`src/rtl/adc_capture_pkg.sv`:
```
// Shared types, widths and header layout for the ADC capture path.
// The header decimation field is only non-zero when ADC_CAPTURE_DECIMATE_EN is defined.
package adc_capture_pkg;

   localparam int AXIS_DATA_WIDTH = 256;
   localparam int FIFO_DATA_WIDTH = 128;
   localparam int COUNT_WIDTH     = 16;
   localparam int TIME_WIDTH      = 64;
   localparam int DEC_WIDTH       = 8;

   localparam logic [15:0] HEADER_MAGIC = 16'hADC0;

   localparam int HDR_TS_LSB    = 64;
   localparam int HDR_COUNT_LSB = 48;
   localparam int HDR_MAGIC_LSB = 32;
   localparam int HDR_DEC_LSB   = 24;

   typedef enum logic [1:0] {
      ST_IDLE    = 2'd0,
      ST_ARMED   = 2'd1,
      ST_CAPTURE = 2'd2
   } state_t;

   function automatic logic [FIFO_DATA_WIDTH-1:0] build_header(
      input logic [TIME_WIDTH-1:0]  ts,
      input logic [COUNT_WIDTH-1:0] count,
      input logic [DEC_WIDTH-1:0]   dec
   );
      logic [FIFO_DATA_WIDTH-1:0] hdr;
      hdr = '0;
      hdr[HDR_TS_LSB    +: TIME_WIDTH]  = ts;
      hdr[HDR_COUNT_LSB +: COUNT_WIDTH] = count;
      hdr[HDR_MAGIC_LSB +: 16]          = HEADER_MAGIC;
      hdr[HDR_DEC_LSB   +: DEC_WIDTH]   = dec;
      return hdr;
   endfunction

endpackage

```
`src/rtl/adc_beat_serializer.sv`:
```
// Holds one 256-bit ADC beat and emits it as two 128-bit words, low half first,
// advancing only when the write slot is not stalled.
module adc_beat_serializer
   import adc_capture_pkg::*;
(
   input  logic                       clk,
   input  logic                       rst_n,
   input  logic                       clear,
   input  logic                       load,
   input  logic                       stall,
   input  logic [AXIS_DATA_WIDTH-1:0] beat,
   output logic                       hold_valid,
   output logic                       word_valid,
   output logic [FIFO_DATA_WIDTH-1:0] word
);

   logic [AXIS_DATA_WIDTH-1:0] hold_r;
   logic                       hold_valid_r;
   logic                       phase_hi_r;

   // Hold register and lo/hi phase; a load can only occur while the hold is empty.
   always_ff @(posedge clk or negedge rst_n) begin
      if (!rst_n) begin
         hold_r       <= '0;
         hold_valid_r <= 1'b0;
         phase_hi_r   <= 1'b0;
      end else if (clear) begin
         hold_valid_r <= 1'b0;
         phase_hi_r   <= 1'b0;
      end else if (load) begin
         hold_r       <= beat;
         hold_valid_r <= 1'b1;
         phase_hi_r   <= 1'b0;
      end else if (word_valid) begin
         if (phase_hi_r) begin
            hold_valid_r <= 1'b0;
            phase_hi_r   <= 1'b0;
         end else begin
            phase_hi_r   <= 1'b1;
         end
      end
   end

   assign hold_valid = hold_valid_r;
   assign word_valid = hold_valid_r && !stall;
   assign word       = phase_hi_r ? hold_r[AXIS_DATA_WIDTH-1:FIFO_DATA_WIDTH]
                                  : hold_r[FIFO_DATA_WIDTH-1:0];

endmodule

```
`src/rtl/adc_capture_controller.sv`:
```
// Timestamped ADC capture: waits for the timeline counter to reach the armed start
// time, then writes a header plus N beats as 128-bit FIFO words (ADC_CAPTURE_DECIMATE_EN adds decimation).
module adc_capture_controller
   import adc_capture_pkg::*;
(
   input  logic                       s_axi_aclk,
   input  logic                       s_axi_aresetn,
   input  logic [AXIS_DATA_WIDTH-1:0] s00_axis_tdata,
   input  logic                       s00_axis_tvalid,
   output logic                       s00_axis_tready,
   input  logic [TIME_WIDTH-1:0]      counter,
   input  logic                       arm,
   input  logic                       abort,
   input  logic [TIME_WIDTH-1:0]      start_time,
   input  logic [COUNT_WIDTH-1:0]     sample_count,
`ifdef ADC_CAPTURE_DECIMATE_EN
   input  logic [DEC_WIDTH-1:0]       decimation,
`endif
   output logic [FIFO_DATA_WIDTH-1:0] fifo_din,
   output logic                       fifo_write,
   input  logic                       fifo_full,
   output logic                       busy,
   output logic                       done,
   output logic                       overflow_error
);

   state_t                     state_r, state_nxt_s;
   logic [TIME_WIDTH-1:0]      start_time_r, trigger_ts_r;
   logic [COUNT_WIDTH-1:0]     count_r, remaining_r;
   logic                       header_pending_r, overflow_r, done_r, fifo_write_r;
   logic [FIFO_DATA_WIDTH-1:0] fifo_din_r;

   logic                       in_capture_s, tready_s, arm_take_s, trigger_s, finish_s;
   logic                       accept_s, keep_s, hdr_wr_s, ser_stall_s, wr_s;
   logic                       hold_valid_s, word_valid_s;
   logic [FIFO_DATA_WIDTH-1:0] word_s, wr_data_s;
   logic [DEC_WIDTH-1:0]       dec_field_s;

   assign in_capture_s = (state_r == ST_CAPTURE);
   assign tready_s     = !in_capture_s || !hold_valid_s;
   assign arm_take_s   = (state_r == ST_IDLE) && arm && !abort;
   assign trigger_s    = (state_r == ST_ARMED) && (counter >= start_time_r) && !abort;
   assign finish_s     = in_capture_s && !abort && (remaining_r == '0)
                         && !hold_valid_s && !header_pending_r;
   assign accept_s     = in_capture_s && !abort && s00_axis_tvalid && tready_s
                         && (remaining_r != '0);
   // The header always wins the single write slot over beat data.
   assign hdr_wr_s     = in_capture_s && !abort && !fifo_full && header_pending_r;
   assign ser_stall_s  = !in_capture_s || abort || fifo_full || header_pending_r;
   assign wr_s         = hdr_wr_s || word_valid_s;
   assign wr_data_s    = hdr_wr_s ? build_header(trigger_ts_r, count_r, dec_field_s) : word_s;

`ifdef ADC_CAPTURE_DECIMATE_EN
   logic [DEC_WIDTH-1:0] dec_r, dec_cnt_r;

   // Decimation ratio latched on arm; the keep phase restarts at each trigger.
   always_ff @(posedge s_axi_aclk or negedge s_axi_aresetn) begin
      if (!s_axi_aresetn) begin
         dec_r     <= '0;
         dec_cnt_r <= '0;
      end else begin
         if (arm_take_s) dec_r <= decimation;
         if (trigger_s) begin
            dec_cnt_r <= '0;
         end else if (accept_s) begin
            dec_cnt_r <= (dec_cnt_r == dec_r) ? '0 : dec_cnt_r + 8'd1;
         end
      end
   end

   assign keep_s      = accept_s && (dec_cnt_r == '0);
   assign dec_field_s = dec_r;
`else
   assign keep_s      = accept_s;
   assign dec_field_s = '0;
`endif

   adc_beat_serializer u_serializer (
      .clk        (s_axi_aclk),
      .rst_n      (s_axi_aresetn),
      .clear      (abort),
      .load       (keep_s),
      .stall      (ser_stall_s),
      .beat       (s00_axis_tdata),
      .hold_valid (hold_valid_s),
      .word_valid (word_valid_s),
      .word       (word_s)
   );

   // Next-state selection; abort from any state returns to IDLE.
   always_comb begin
      state_nxt_s = state_r;
      case (state_r)
         ST_IDLE: begin
            if (arm_take_s && (sample_count != '0)) state_nxt_s = ST_ARMED;
            else                                   state_nxt_s = ST_IDLE;
         end
         ST_ARMED: begin
            if (abort)          state_nxt_s = ST_IDLE;
            else if (trigger_s) state_nxt_s = ST_CAPTURE;
            else                state_nxt_s = ST_ARMED;
         end
         ST_CAPTURE: begin
            if (abort || finish_s) state_nxt_s = ST_IDLE;
            else                   state_nxt_s = ST_CAPTURE;
         end
         default: state_nxt_s = ST_IDLE;
      endcase
   end

   // State, latched arm parameters, capture bookkeeping and registered outputs.
   always_ff @(posedge s_axi_aclk or negedge s_axi_aresetn) begin
      if (!s_axi_aresetn) begin
         state_r          <= ST_IDLE;
         start_time_r     <= '0;
         trigger_ts_r     <= '0;
         count_r          <= '0;
         remaining_r      <= '0;
         header_pending_r <= 1'b0;
         overflow_r       <= 1'b0;
         done_r           <= 1'b0;
         fifo_write_r     <= 1'b0;
         fifo_din_r       <= '0;
      end else begin
         state_r      <= state_nxt_s;
         done_r       <= finish_s || (arm_take_s && (sample_count == '0));
         fifo_write_r <= wr_s;
         if (wr_s) fifo_din_r <= wr_data_s;
         if (arm_take_s) begin
            start_time_r <= start_time;
            count_r      <= sample_count;
            remaining_r  <= sample_count;
         end else if (keep_s) begin
            remaining_r  <= remaining_r - {{(COUNT_WIDTH-1){1'b0}}, 1'b1};
         end
         // The RFDC ignores tready, so a refused beat is simply lost.
         if (arm_take_s) begin
            overflow_r <= 1'b0;
         end else if (in_capture_s && s00_axis_tvalid && !tready_s) begin
            overflow_r <= 1'b1;
         end
         if (trigger_s) begin
            trigger_ts_r     <= counter;
            header_pending_r <= 1'b1;
         end else if (hdr_wr_s || abort) begin
            header_pending_r <= 1'b0;
         end
      end
   end

   assign s00_axis_tready = tready_s;
   assign fifo_din        = fifo_din_r;
   assign fifo_write      = fifo_write_r;
   assign busy            = (state_r != ST_IDLE);
   assign done            = done_r;
   assign overflow_error  = overflow_r;

endmodule

```
`config.mk`:
```
export PLATFORM = sky130hd
export DESIGN_NAME = adc_capture_controller
export DESIGN_NICKNAME = d
export VERILOG_FILES = /design/src/rtl/adc_capture_pkg.sv /design/src/rtl/adc_beat_serializer.sv /design/src/rtl/adc_capture_controller.sv
export SDC_FILE = /design/constraint.sdc
export NUM_CORES = 1
export LEC_CHECK = 0
export ABC_AREA = 0
export CORE_AREA = 2 2 225 227
export CTS_CLUSTER_SIZE = 10
export DETAILED_ROUTE_END_ITERATION = 6
export DIE_AREA = 0 0 227 229
export PLACE_DENSITY = 0.78
export SLEW_MARGIN = 20
export SYNTH_ARGS = -nofsm -noshare
export SYNTH_HDL_FRONTEND = slang
export SYNTH_SLANG_ARGS = --single-unit
```
`constraint.sdc`:
```
create_clock -name s_axi_aclk -period 5.5 [get_ports s_axi_aclk]
set_clock_uncertainty 0.05 [all_clocks]
set_input_delay 1.375 -clock s_axi_aclk [delete_from_list [all_inputs] [get_ports s_axi_aclk]]
set_output_delay 1.375 -clock s_axi_aclk [all_outputs]
set_load 0.01 [all_outputs]
```
After elaboration in Yosys (flattened, before gate mapping)
Index checks and enable logic that the tools add are counted.

Flip-flop bits (word level): 552. Bits of input ports: 406. Output and inout bits: 133.

Add/sub/neg operators: 1. Magnitude comparators: 1. Equal/unequal tests: 2. Mux-type cells: 21. Bitwise operators: 1. Reductions and logical operators: 46.

Operators with widths (count): 128-bit 2-to-1 mux (2); 64-bit greater-or-equal comparator (1); 16-bit logical NOT (2); 16-bit 2-to-1 mux (2); 16-bit nonzero test (2); 1-bit logical AND (18); 16-bit by 1-bit subtractor with 16-bit output (second input constant) (1); 1-bit 2-to-1 mux (13); 1-bit logical OR (8); 2-bit nonzero test (4); 1-bit logical NOT (7); 2-bit 2-to-1 mux (3); 2-bit one-hot mux with 3 select lines (1); 3-bit nonzero test (2); 2-bit AND reduction (2); 2-bit by 1-bit == test with 1-bit output (second input constant) (1); 2-bit == test (second input constant) (1); 2-bit logical NOT (1); 1-bit NOT (1).

Depth between registers and ports, before layout
Gate-level depths: netlist of the first run.

Word-level depth: 10. Gate-level depth with buffers: 11.

Hierarchy
Synthesis of the first run repeated with hierarchy kept, for this count alone.

Cells, all modules: 1954. Area total of the unflattened synthesis: 25821.0 um2.

By module, submodules not included: adc_capture_controller (times used 1, cells each 1262, area each 13644.3 um2, seq. area each 7357.1 um2); adc_beat_serializer (times used 1, cells each 692, area each 12176.7 um2, seq. area each 6456.2 um2).

Least setup slack after synthesis of the first run
Ideal clock, no wire load.

Path type: input -> register. From: in counter[61]. To: reg trigger_ts_r[25]. Setup time: 0.127 ns. Arrival time: 3.740 ns. Path slack: 1.583 ns. Cell stages on the path: 10. Path buffers: 2. Cells stage by stage: ha_1 > nand4_1 > or4_4 > nor4_2 > and3_1 > a22oi_1 > a31oi_1 > buf_4 > buf_6 > mux2_1.

Word-level cells in the longest chain between the ends: 3.

Ends and longest elaborated chain: start, declared (RTL line adc_capture_controller.sv:11) `input logic [TIME_WIDTH-1:0] counter,`; 64-bit greater-or-equal comparator (RTL line adc_capture_controller.sv:42) `assign trigger_s = (state_r == ST_ARMED) && (counter >= start_time_r) && !abort;`; 1-bit logical AND (2 in a row) (RTL line adc_capture_controller.sv:42); end signal, assigned (RTL line adc_capture_controller.sv:143) `trigger_ts_r <= counter;`; end, declared (RTL line adc_capture_controller.sv:28) `logic [TIME_WIDTH-1:0] start_time_r, trigger_ts_r;`.

Every way passes these cells. A chain may end at the register's enable or synchronous reset.

Worst setup path in the final report of the first run
From: in counter[61]. To: reg trigger_ts_r[1].

The elaborated chain is that of the path after synthesis.

==> run metrics, run 1 <==
status completed; P_sw 3.72 mW; Tcrit/Tclk final 75.0%; WL per Instance 21.0 um; number of synthesized flops with an enable pin 0; Initial Util 49.5%; Rows 82; DRC 0; critical path class in -> reg; synth top area cells dfrtp_1, mux2_2, nand2_1; Cell Pwr Density 391 nW/um2; required time worst endpoint 5.95 ns; Switching Share 29.5%; Yosys top cell by area dfrtp_1; reg-to-reg setup timing slack 2.20 ns; met3 usage 9.48%; leak pwr 14.0 nW; PostCTS Resize Cnt 0; P&R area growth vs syn 31.3%; Top Ports 539; RSZ-0062 raised after global routing no; Final Hold Fails 0; Setup WS post-layout 1.38 ns; H-tree Lvls 2; post-synthesis sequential area ratio 56.2%; port bufs 538; CTS buffer count 61; setup violation total in the final timing report 0; P_int 8.90 mW; Die Ht 229 um; Crit Reg-Reg Endpoint trigger_ts_r[1]$_DFFE_PN0P_; synth cell count leaders dfrtp_1, nand2_1, nor2_1; flops & latches, synth 552; crit path time final 4.12 ns; Seq pwr share 48.7%; Max-Cap Viols 0; gr busiest metal met2; initial antenna violation count 41; setup bufs post-CTS 0; Antenna Nets Post-Route 0; Least-Margin Pin Slew 1.05 ns; Main synth FF type dfrtp_1; HPWL after DPL 52400 um; Place WS 0.769 ns; die span in x 227 um; Hold Slack 0.425 ns; WL final 73900 um; DR iter-0 viols 1341; Arr. time, crit path 4.57 ns; clock-pin slew on the worst setup and hold paths 0.06 ns; combinational share of power 23.1%; Yosys top cell area share 56.2%; die area 52000 um2; met2 usage 46.3%; number of global-route vias before repair 20500; syn nets 2809; Vias 19600; Critical Path End Type flop; clock sinks 552; first-pass GRT wire length 114000 um; CP max FO 17; fraction of layout cells with a size suffix above 1 10.4%; mapped cell area 24600 um2; Pre-antenna DRT Iters 5; Final Max Slew Viols 0; Layout Nets 3292; count leader, synth dfrtp_1; GP Congestion 0.869; post-synthesis cell type count 51; fmax 0.242 GHz; Filler cells 3870; Avg Inst Size Synth 10.5 um2; TritonCTS clock tree built; Hold Buf Count CTS 0; crit path from counter[61]; Post-Syn Instances 2338; Total GRT Usage 28.3%; Clock Power Share 28.2%; relative max-transition margin 30.1%; Yosys Warn Count 0; asr flop ratio synth 100%; clk_lat worst skew 0.62 ns; Congestion Overflow GR 0; Vias/cell 5.56; end of the critical path trigger_ts_r[1]$_DFFE_PN0P_; R2R depth 10; Clock Path Buffers 3; Max IR drop VDD 0.269 mV; Total Negative Setup Slacks 0 ns; met1 Track Usage GR 34.4%; Worst Setup Start Kind input pin; core box area 49700 um2; clock root cell clkbuf_16; Reg2Reg Launch Point start_time_r[61]$_DFFE_PN0P_; Worst Hold Class reg -> reg; pin count of the biggest net entering global routing 129
==> how the worst min path moves through the flow <==
stage / startpoint / to / slack (ns) / depth (start not counted)
after floorplan: u_serializer.hold_r[0]$_DFFE_PN0P_ / u_serializer.hold_r[0]$_DFFE_PN0P_ / 0.39 / 2
after global placement: u_serializer.hold_r[15]$_DFFE_PN0P_ / u_serializer.hold_r[15]$_DFFE_PN0P_ / 0.41 / 2
after detailed placement: u_serializer.hold_r[17]$_DFFE_PN0P_ / u_serializer.hold_r[17]$_DFFE_PN0P_ / 0.41 / 2
after CTS: u_serializer.hold_r[17]$_DFFE_PN0P_ / u_serializer.hold_r[17]$_DFFE_PN0P_ / 0.43 / 2
after global routing: u_serializer.hold_r[35]$_DFFE_PN0P_ / u_serializer.hold_r[35]$_DFFE_PN0P_ / 0.45 / 2
final: u_serializer.hold_r[17]$_DFFE_PN0P_ / u_serializer.hold_r[17]$_DFFE_PN0P_ / 0.42 / 2
==> stage by stage <==
stage / total power, mW / cell area [um2] / cells / utilization, %
floorplan: 7.86 / 24600 / 2338 / -
global placement: 8.83 / 30600 / 3429 / 61.6
detailed placement: 9.08 / 30600 / 3429 / 61.6
CTS: 12.7 / 32200 / 3501 / 64.9
global route: 13.3 / 32300 / 3519 / 65.0
finish: 12.6 / 32300 / 3522 / 65.0
==> final cells by class <==
class	instances	area (um2)	area share (%)
flip-flops and latches	552	13800	42.8
multi-input cells	1574	9980	30.9
repair buffers	563	5720	17.7
clock buffers	71	1610	4.97
well taps	672	841	2.60
inverters	69	259	0.802
diodes	20	50.0	0.155
clock inverters	1	8.76	0.0271
==> per-layer routing <==
metal  part of all wire (%)  vias up
met5                   0.37        -
met4                    4.1       42
met3                    9.6      212
met2                     47      745
met1                     39     9615
li1                       -     8954
==> cell usage in the layout, fill, tap and decap left out, drive strengths merged, types with 4 or more instances in the layout <==
cell,count
nor4,8
o211ai,11
o311ai,5
diode,20
nor2,263
a211oi,4
nand2,472
nor3,8
clkdlybuf4s50,537
buf,26
ha,65
a21o,5
nand3,14
a31oi,84
a21oi,30
clkbuf,71
o21ai,122
o22ai,80
nand4,11
inv,69
a221oi,4
mux2,224
mux2i,128
dfrtp,552
==> critical path, cell delays in order <==
cell and delay [ns]:
clkdlybuf4s50_1 0.43, ha_1 0.32, nand4_1 0.19, or4_4 0.61, nor4_2 0.37, and3_1 0.21
a22oi_1 0.11, a31oi_4 0.27, buf_4 0.31, mux2_2 0.37
==> registers in the layout, summed over array words and instances, names as in the netlist, 2 cells and up <==
register	cells
u_serializer.hold_r	256
fifo_din	128
count_r	16
state_r	2
remaining_r	16
trigger_ts_r	64
start_time_r	64
==> power groups by stage <==
| stage | Sequential (mW) | Combinational, mW | Clock [mW] |
|---|---|---|---|
| global placement | 6.09 | 2.74 | 0 |
| floorplan | 5.91 | 1.94 | 0 |
| detailed placement | 6.18 | 2.90 | 0 |
| global route | 6.29 | 3.27 | 3.77 |
| finish | 6.14 | 2.91 | 3.56 |
| CTS | 6.12 | 2.94 | 3.61 |
==> cell families (layout without fill, tap and decap cells) <==
| family | Yosys count | in the layout | synth area share, % |
|---|---|---|---|
| adders and majority gates | 65 | 65 | 3.31 |
| other | 0 | 20 | 0 |
| DFF | 552 | 552 | 56.2 |
| AOI/OAI and AO/OA | 351 | 351 | 8.40 |
| and+or+nand+nor | 801 | 801 | 13.0 |
| xor gates and xnor gates | 5 | 5 | 0.178 |
| muxes | 352 | 352 | 15.5 |
| buffers and inverters | 212 | 704 | 3.53 |
(Power assumes the default switching activity.)
==> run 2: changes to the inputs <==
--- a/config.mk
+++ b/config.mk
@@ -6,11 +6,11 @@
 export NUM_CORES = 1
 export LEC_CHECK = 0
 export ABC_AREA = 0
-export CORE_AREA = 2 2 225 227
+export CORE_AREA = 2 2 235 237
 export CTS_CLUSTER_SIZE = 10
 export DETAILED_ROUTE_END_ITERATION = 6
-export DIE_AREA = 0 0 227 229
-export PLACE_DENSITY = 0.78
+export DIE_AREA = 0 0 237 239
+export PLACE_DENSITY = 0.75
 export SLEW_MARGIN = 20
 export SYNTH_ARGS = -nofsm -noshare
 export SYNTH_HDL_FRONTEND = slang
==> constraint.sdc (replaced) <==
create_clock -name s_axi_aclk -period 3.66 [get_ports s_axi_aclk]
set_clock_uncertainty 0.05 [all_clocks]
set_input_delay 0.915 -clock s_axi_aclk [delete_from_list [all_inputs] [get_ports s_axi_aclk]]
set_output_delay 0.915 -clock s_axi_aclk [all_outputs]
set_load 0.01 [all_outputs]
==> run 2 against run 1 <==
- the run now ends with design-rule violations left
- clock-buffer cell count grew 7
- power grew 55%
- first-iteration DRC count shrank 14%
- flip-flop and latch count is the same
- wire length grew 2.2%
- sequential share of layout area shrank 1.2 points
- critical endpoint is now trigger_ts_r[10]$_DFFE_PN0P_
- highest routed layer unchanged
==> run metrics, run 2 (synthesis results as in run 1) <==
Tcrit/Tclk final 97.2%; Slowest cell on crit path or4_4; failing checks design-rule violations; Hold Slack 0.260 ns (-0.165 ns); clock-pin slew on the worst setup and hold paths 0.05 ns (about the same); WL final 75500 um (+2.2%); CP max stage delay 0.61 ns (about the same); initial antenna violation count 27 (-34%); total power 19.6 mW (+55%); Worst Hold Class in -> async; Reg area 13800 um2 (unchanged); HPWL after DPL 53800 um (+2.7%); GP Congestion 0.895 (+3.0%); Congestion Overflow GR 0 (unchanged); Total GRT Usage 26.3% (-2.0 points); Place WS -0.512 ns (-1.28 ns); CTS buffer count 66 (+8.2%); pin count of the biggest net entering global routing 143 (+11%); R2R depth 11 (+1); commonest cells after routing, fill and taps aside dfrtp_1, clkdlybuf4s50_1, nand2_1; reg-to-reg setup timing slack 0.51 ns (-1.69 ns); DR iter-0 viols 1155 (-14%); relative max-transition margin 29.4% (-0.71 points); Crit Reg-Reg Endpoint trigger_ts_r[10]$_DFFE_PN0P_; Top reg by flops u_serializer.hold_r; core box area 54300 um2 (+9.4%); leak pwr 14.6 nW (+3.6%); Filler cells 4257 (+10%); required time worst endpoint 4.08 ns (-1.87 ns); P&R area growth vs syn 35.1%; clk_lat worst skew 0.59 ns (-0.03 ns); Reg2Reg Launch Point start_time_r[61]$_DFFE_PN0P_; Clock Path Buffers 3 (unchanged); Total Negative Setup Slacks 0 ns (unchanged); Layout Nets 3365 (+2.2%); Rows 86 (+4.9%); Post-Place Cell Area 31300 um2 (+2.3%); Pre-antenna DRT Iters 7 (+2); number of global-route vias before repair 20400 (-0.42%); Setup WS post-layout 0.104 ns (-1.27 ns); port bufs 538 (unchanged); cell total after placement 3527 (+2.9%); die span in x 237 um (+4.4%); TritonCTS clock tree built; Max IR drop VDD 0.474 mV (+76%); Final Hold Fails 0 (unchanged); Worst Setup Start Kind input pin; fin area 33200 um2 (+2.9%); setup violation total in the final timing report 0 (unchanged); status finished, violations left; WL per Instance 20.8 um (-0.81%); Max-Cap Viols 0 (unchanged); Arr. time, crit path 3.98 ns (-0.59 ns); crit path cell chain clkdlybuf4s50_1, ha_1, nand4_1, or4_4, nor4_4, and3_1, a22oi_1, a31oi_4, buf_4, buf_12, mux2_2; H-tree Lvls 3 (+1); commonest non-fill, non-tap cell in the layout dfrtp_1; Top Ports 539 (unchanged); area occupied by multi-input gates 9990 um2 (about the same); Die Ht 239 um (+4.4%); Critical Path End Type flop; Hold Buf Count CTS 0 (unchanged); clock sinks 552 (unchanged); post-route insts no fill 3629 (+3.0%); Post-Route Utilization 61.2% (-3.9 points); first-pass GRT wire length 116000 um (+1.1%); clock root cell clkbuf_16; fmax 0.281 GHz; die area 56600 um2 (+9.0%); Least-Margin Pin Slew 1.06 ns (+0.00658 ns); crit path time final 3.56 ns; Vias 19700 (+0.72%); Initial Util 45.3% (-4.3 points); critical path class in -> reg; CP max FO 33 (+16); Cell Pwr Density 590 nW/um2 (+51%); fraction of layout cells with a size suffix above 1 12.8% (+2.4 points); Antenna Nets Post-Route 0 (unchanged); max reg flops 256 (unchanged); DRC 1 (+1); Final Max Slew Viols 0 (unchanged); Vias/cell 5.43 (-2.3%)
## run 2: critical path: cells and delay by family
family,cells,cell delay (ns)
AND/OR/NAND/NOR,4,1.27
buffers and inverters,3,0.78
multiplexers,1,0.37
adder cells (fa/ha/maj),1,0.32
AO/OA/AOI/OAI,2,0.31
## run 2: area by class of cell
class	instances	share of cell area (%)
repair buffers	631	19.3
clock buffers	78	5.36
clock inverters	4	0.158
well taps	704	2.65
multi-input cells	1574	30.1
flip-flops and latches	552	41.6
inverters	69	0.779
diodes	17	0.128
## run 2: worst max-delay path by stage
stage                      from                            to  slack, ns
floorplan           counter[61]  trigger_ts_r[25]$_DFFE_PN0P_       0.20
global placement    counter[61]  trigger_ts_r[23]$_DFFE_PN0P_      -0.49
detailed placement  counter[61]  trigger_ts_r[13]$_DFFE_PN0P_      -0.51
CTS                 counter[61]  trigger_ts_r[17]$_DFFE_PN0P_       0.11
global route        counter[63]  trigger_ts_r[11]$_DFFE_PN0P_     -0.007
finish              counter[61]  trigger_ts_r[10]$_DFFE_PN0P_       0.10
## run 2: timing repair
item,in CTS,in global routing
setup buffers,0,2
setup endpoints to repair,0,39
gates resized for setup,0,1
## run 2: routing by layer
layer	part of all wire, %	wire length, um	track usage [%]
met5	0.20	149	0
met1	39	29500	31.5
met3	9.0	6810	9.25
met4	3.7	2800	9.99
met2	48	36200	43.9
## run 2: power by group
group,total (mW),internal (mW),switching [mW]
clock network,5.88,3.45,2.42
logic,4.55,2.40,2.15
registers,9.19,8.08,1.11
total,19.6,13.9,5.68
==> run 3: changes to the inputs <==
--- a/config.mk
+++ b/config.mk
@@ -6,10 +6,12 @@
 export NUM_CORES = 1
 export LEC_CHECK = 0
 export ABC_AREA = 0
-export CORE_AREA = 2 2 235 237
+export CELL_PAD_IN_SITES_DETAIL_PLACEMENT = 2
+export CELL_PAD_IN_SITES_GLOBAL_PLACEMENT = 2
+export CORE_AREA = 2 2 295 297
 export CTS_CLUSTER_SIZE = 10
 export DETAILED_ROUTE_END_ITERATION = 6
-export DIE_AREA = 0 0 237 239
+export DIE_AREA = 0 0 297 299
 export PLACE_DENSITY = 0.75
 export SLEW_MARGIN = 20
 export SYNTH_ARGS = -nofsm -noshare
==> run 3 against run 2 <==
- the flow now finishes without violations
- critical path depth is 1 lower
- power increased by 6.1%
- cell count rose by 14%
- sequential power increased by 1%
- die area up 57%
- global-route usage fell by 4.7 points
- via count rose by 3.3%
- register-to-register slack got worse by 0.11 ns
- largest cell class unchanged
- highest routed layer unchanged
==> run metrics, run 3 (synthesis results as in run 1) <==
status completed; Filler cells 9071 (+110%); clk_lat worst skew 0.61 ns (+0.02 ns); port bufs 538 (unchanged); leak pwr 14.8 nW (+1.9%); P_int 14.4 mW (+3.4%); Layout Nets 3386 (+0.62%); die area 88800 um2 (+57%); die span in x 297 um (+25%); clock-pin slew on the worst setup and hold paths 0.06 ns (about the same); Seq pwr share 44.7% (-2.1 points); number of global-route vias before repair 23800 (+17%); Clock Path Buffers 3 (unchanged); CTS buffer count 69 (+4.5%); Initial Util 28.6% (-17 points); first-pass GRT wire length 148000 um (+28%); Final Max Slew Viols 0 (unchanged); WP buf/inv 2 (-1); pin count of the biggest net entering global routing 128 (-10%); relative max-transition margin 35.5% (+6.2 points); HPWL after DPL 70000 um (+30%); combinational share of power 23.8% (+0.6 points); Slowest cell on crit path or4_4; fin area 34400 um2 (+3.5%); commonest cells after routing, fill and taps aside dfrtp_1, clkdlybuf4s50_1, nand2_1; GP Congestion 0.842 (-5.9%); CP max stage delay 0.59 ns (-0.02 ns); fmax 0.276 GHz (-2.0%); CP max FO 18 (-45%); DRC 0 (-1); Max-Cap Viols 0 (unchanged); Final Hold Fails 0 (unchanged); Total GRT Usage 21.6% (-4.7 points); P_sw 6.40 mW (+13%); Arr. time, crit path 4.05 ns (+0.07 ns); crit path cell chain clkdlybuf4s50_1, ha_1, nand4_1, or4_4, nor4_4, and3_1, a22oi_1, a31oi_4, bufbuf_16, mux2_1; Tcrit/Tclk final 99.2% (+2.0 points); core box area 85900 um2 (+58%); Antenna Nets Post-Route 0 (unchanged); setup violation total in the final timing report 0 (unchanged); TritonCTS clock tree built; max reg flops 256 (unchanged); Top Ports 539 (unchanged); initial antenna violation count 40 (+48%); fraction of layout cells with a size suffix above 1 14.0% (+1.2 points); DR iter-0 viols 848 (-27%); Total Negative Setup Slacks 0 ns (unchanged); Die Ht 299 um (+25%); Pre-antenna DRT Iters 6 (-1); clock sinks 552 (unchanged); Critical Path End Type flop; Congestion Overflow GR 0 (unchanged); crit path time final 3.63 ns (+0.0731 ns); Switching Share 30.7% (+1.8 points); Worst Setup Start Kind input pin; Least-Margin Pin Slew 0.967 ns (-0.0886 ns); Vias 20300 (+3.3%); WL per Instance 23.6 um (+13%); Cell Pwr Density 605 nW/um2 (+2.5%); required time worst endpoint 4.08 ns (about the same); H-tree Lvls 3 (unchanged); commonest non-fill, non-tap cell in the layout dfrtp_1; Post-Place Cell Area 32000 um2 (+2.3%); Worst Hold Class in -> async; Vias/cell 4.92 (-9.4%); clock root cell clkbuf_16; Max IR drop VDD 0.310 mV (-35%); critical path class in -> reg; Hold Slack 0.251 ns (-0.00918 ns); total power 20.8 mW (+6.1%); Clock Power Share 31.6% (+1.6 points); P&R area growth vs syn 39.9%; Top reg by flops u_serializer.hold_r; Largest delay share family, worst path simple AND/OR/NAND/NOR gates; Rows 108 (+26%); WL final 97500 um (+29%)
==> run 3: power groups by stage <==
stage	clock, mW	sequential, mW	combinational (mW)
2_1_floorplan	0	8.89	2.92
3_3_place_gp	0	9.16	4.49
3_5_place_dp	0	9.36	4.87
4_1_cts	6.80	9.28	4.99
5_1_grt	7.03	9.52	5.53
6_report	6.58	9.29	4.94
==> run 3: final timing paths <==
kind | startpoint | endpoint | slack (ns) | depth (start not counted)
setup / recovery | counter[58] | trigger_ts_r[26]$_DFFE_PN0P_ | 0.03 | 10
hold / removal | s_axi_aresetn | fifo_din[10]$_DFFE_PN0P_ | 0.25 | 1
setup reg to reg | start_time_r[58]$_DFFE_PN0P_ | trigger_ts_r[26]$_DFFE_PN0P_ | 0.40 | 10
hold reg to reg | u_serializer.hold_r[29]$_DFFE_PN0P_ | u_serializer.hold_r[29]$_DFFE_PN0P_ | 0.43 | 2
max in group asynchronous | s_axi_aresetn | start_time_r[57]$_DFFE_PN0P_ | 2.27 | 3
min in group s_axi_aclk | u_serializer.hold_r[29]$_DFFE_PN0P_ | u_serializer.hold_r[29]$_DFFE_PN0P_ | 0.43 | 2
==> run 3: final cells by class <==
class	count	area, um2	area share [%]
clock buffer	94	1980	5.76
sequential	552	13800	40.2
tap	1155	1450	4.20
clock inverter	9	138	0.400
antenna	32	80.1	0.233
multi-input combinational	1574	10000	29.2
inverter	69	259	0.753
timing repair buffer	649	6630	19.3
==> run 3: stage by stage <==
stage	utilization [%]	instances	worst slack [ns]
finish	40.0	4134	0.0304
global route	40.0	4131	-0.0323
CTS	39.8	4101	0.0676
detailed placement	37.3	3995	-0.710
global placement	37.3	3995	-0.526
floorplan	-	2338	0.203
==> run 3: repair_timing <==
action,4_1_cts,5_1_grt
pin swaps,3,4
setup endpoints to repair,63,55
hold buffers,0,0
buffers inserted,2,0
gates resized for setup,2,6
gates cloned,1,1
==> run 3: per-layer routing <==
metal  track usage (%)  part of all wire, %  vias to the layer above
li1                  -                    -                     9169
met4              11.1                  4.6                       18
met2              38.4                   52                      461
met3              4.69                  4.7                      187
met1              24.4                   39                    10500
met5                 0                 0.12                        -
==> run 3: worst register-to-register path, delay by kind of cell (launching register included) <==
kind | cells | cell delay (ns)
adders and majority gates | 1 | 0.30
muxes | 1 | 0.35
DFF | 1 | 0.33
AOI/OAI and AO/OA | 2 | 0.40
buffers and inverters | 2 | 0.43
and+or+nand+nor | 4 | 1.25
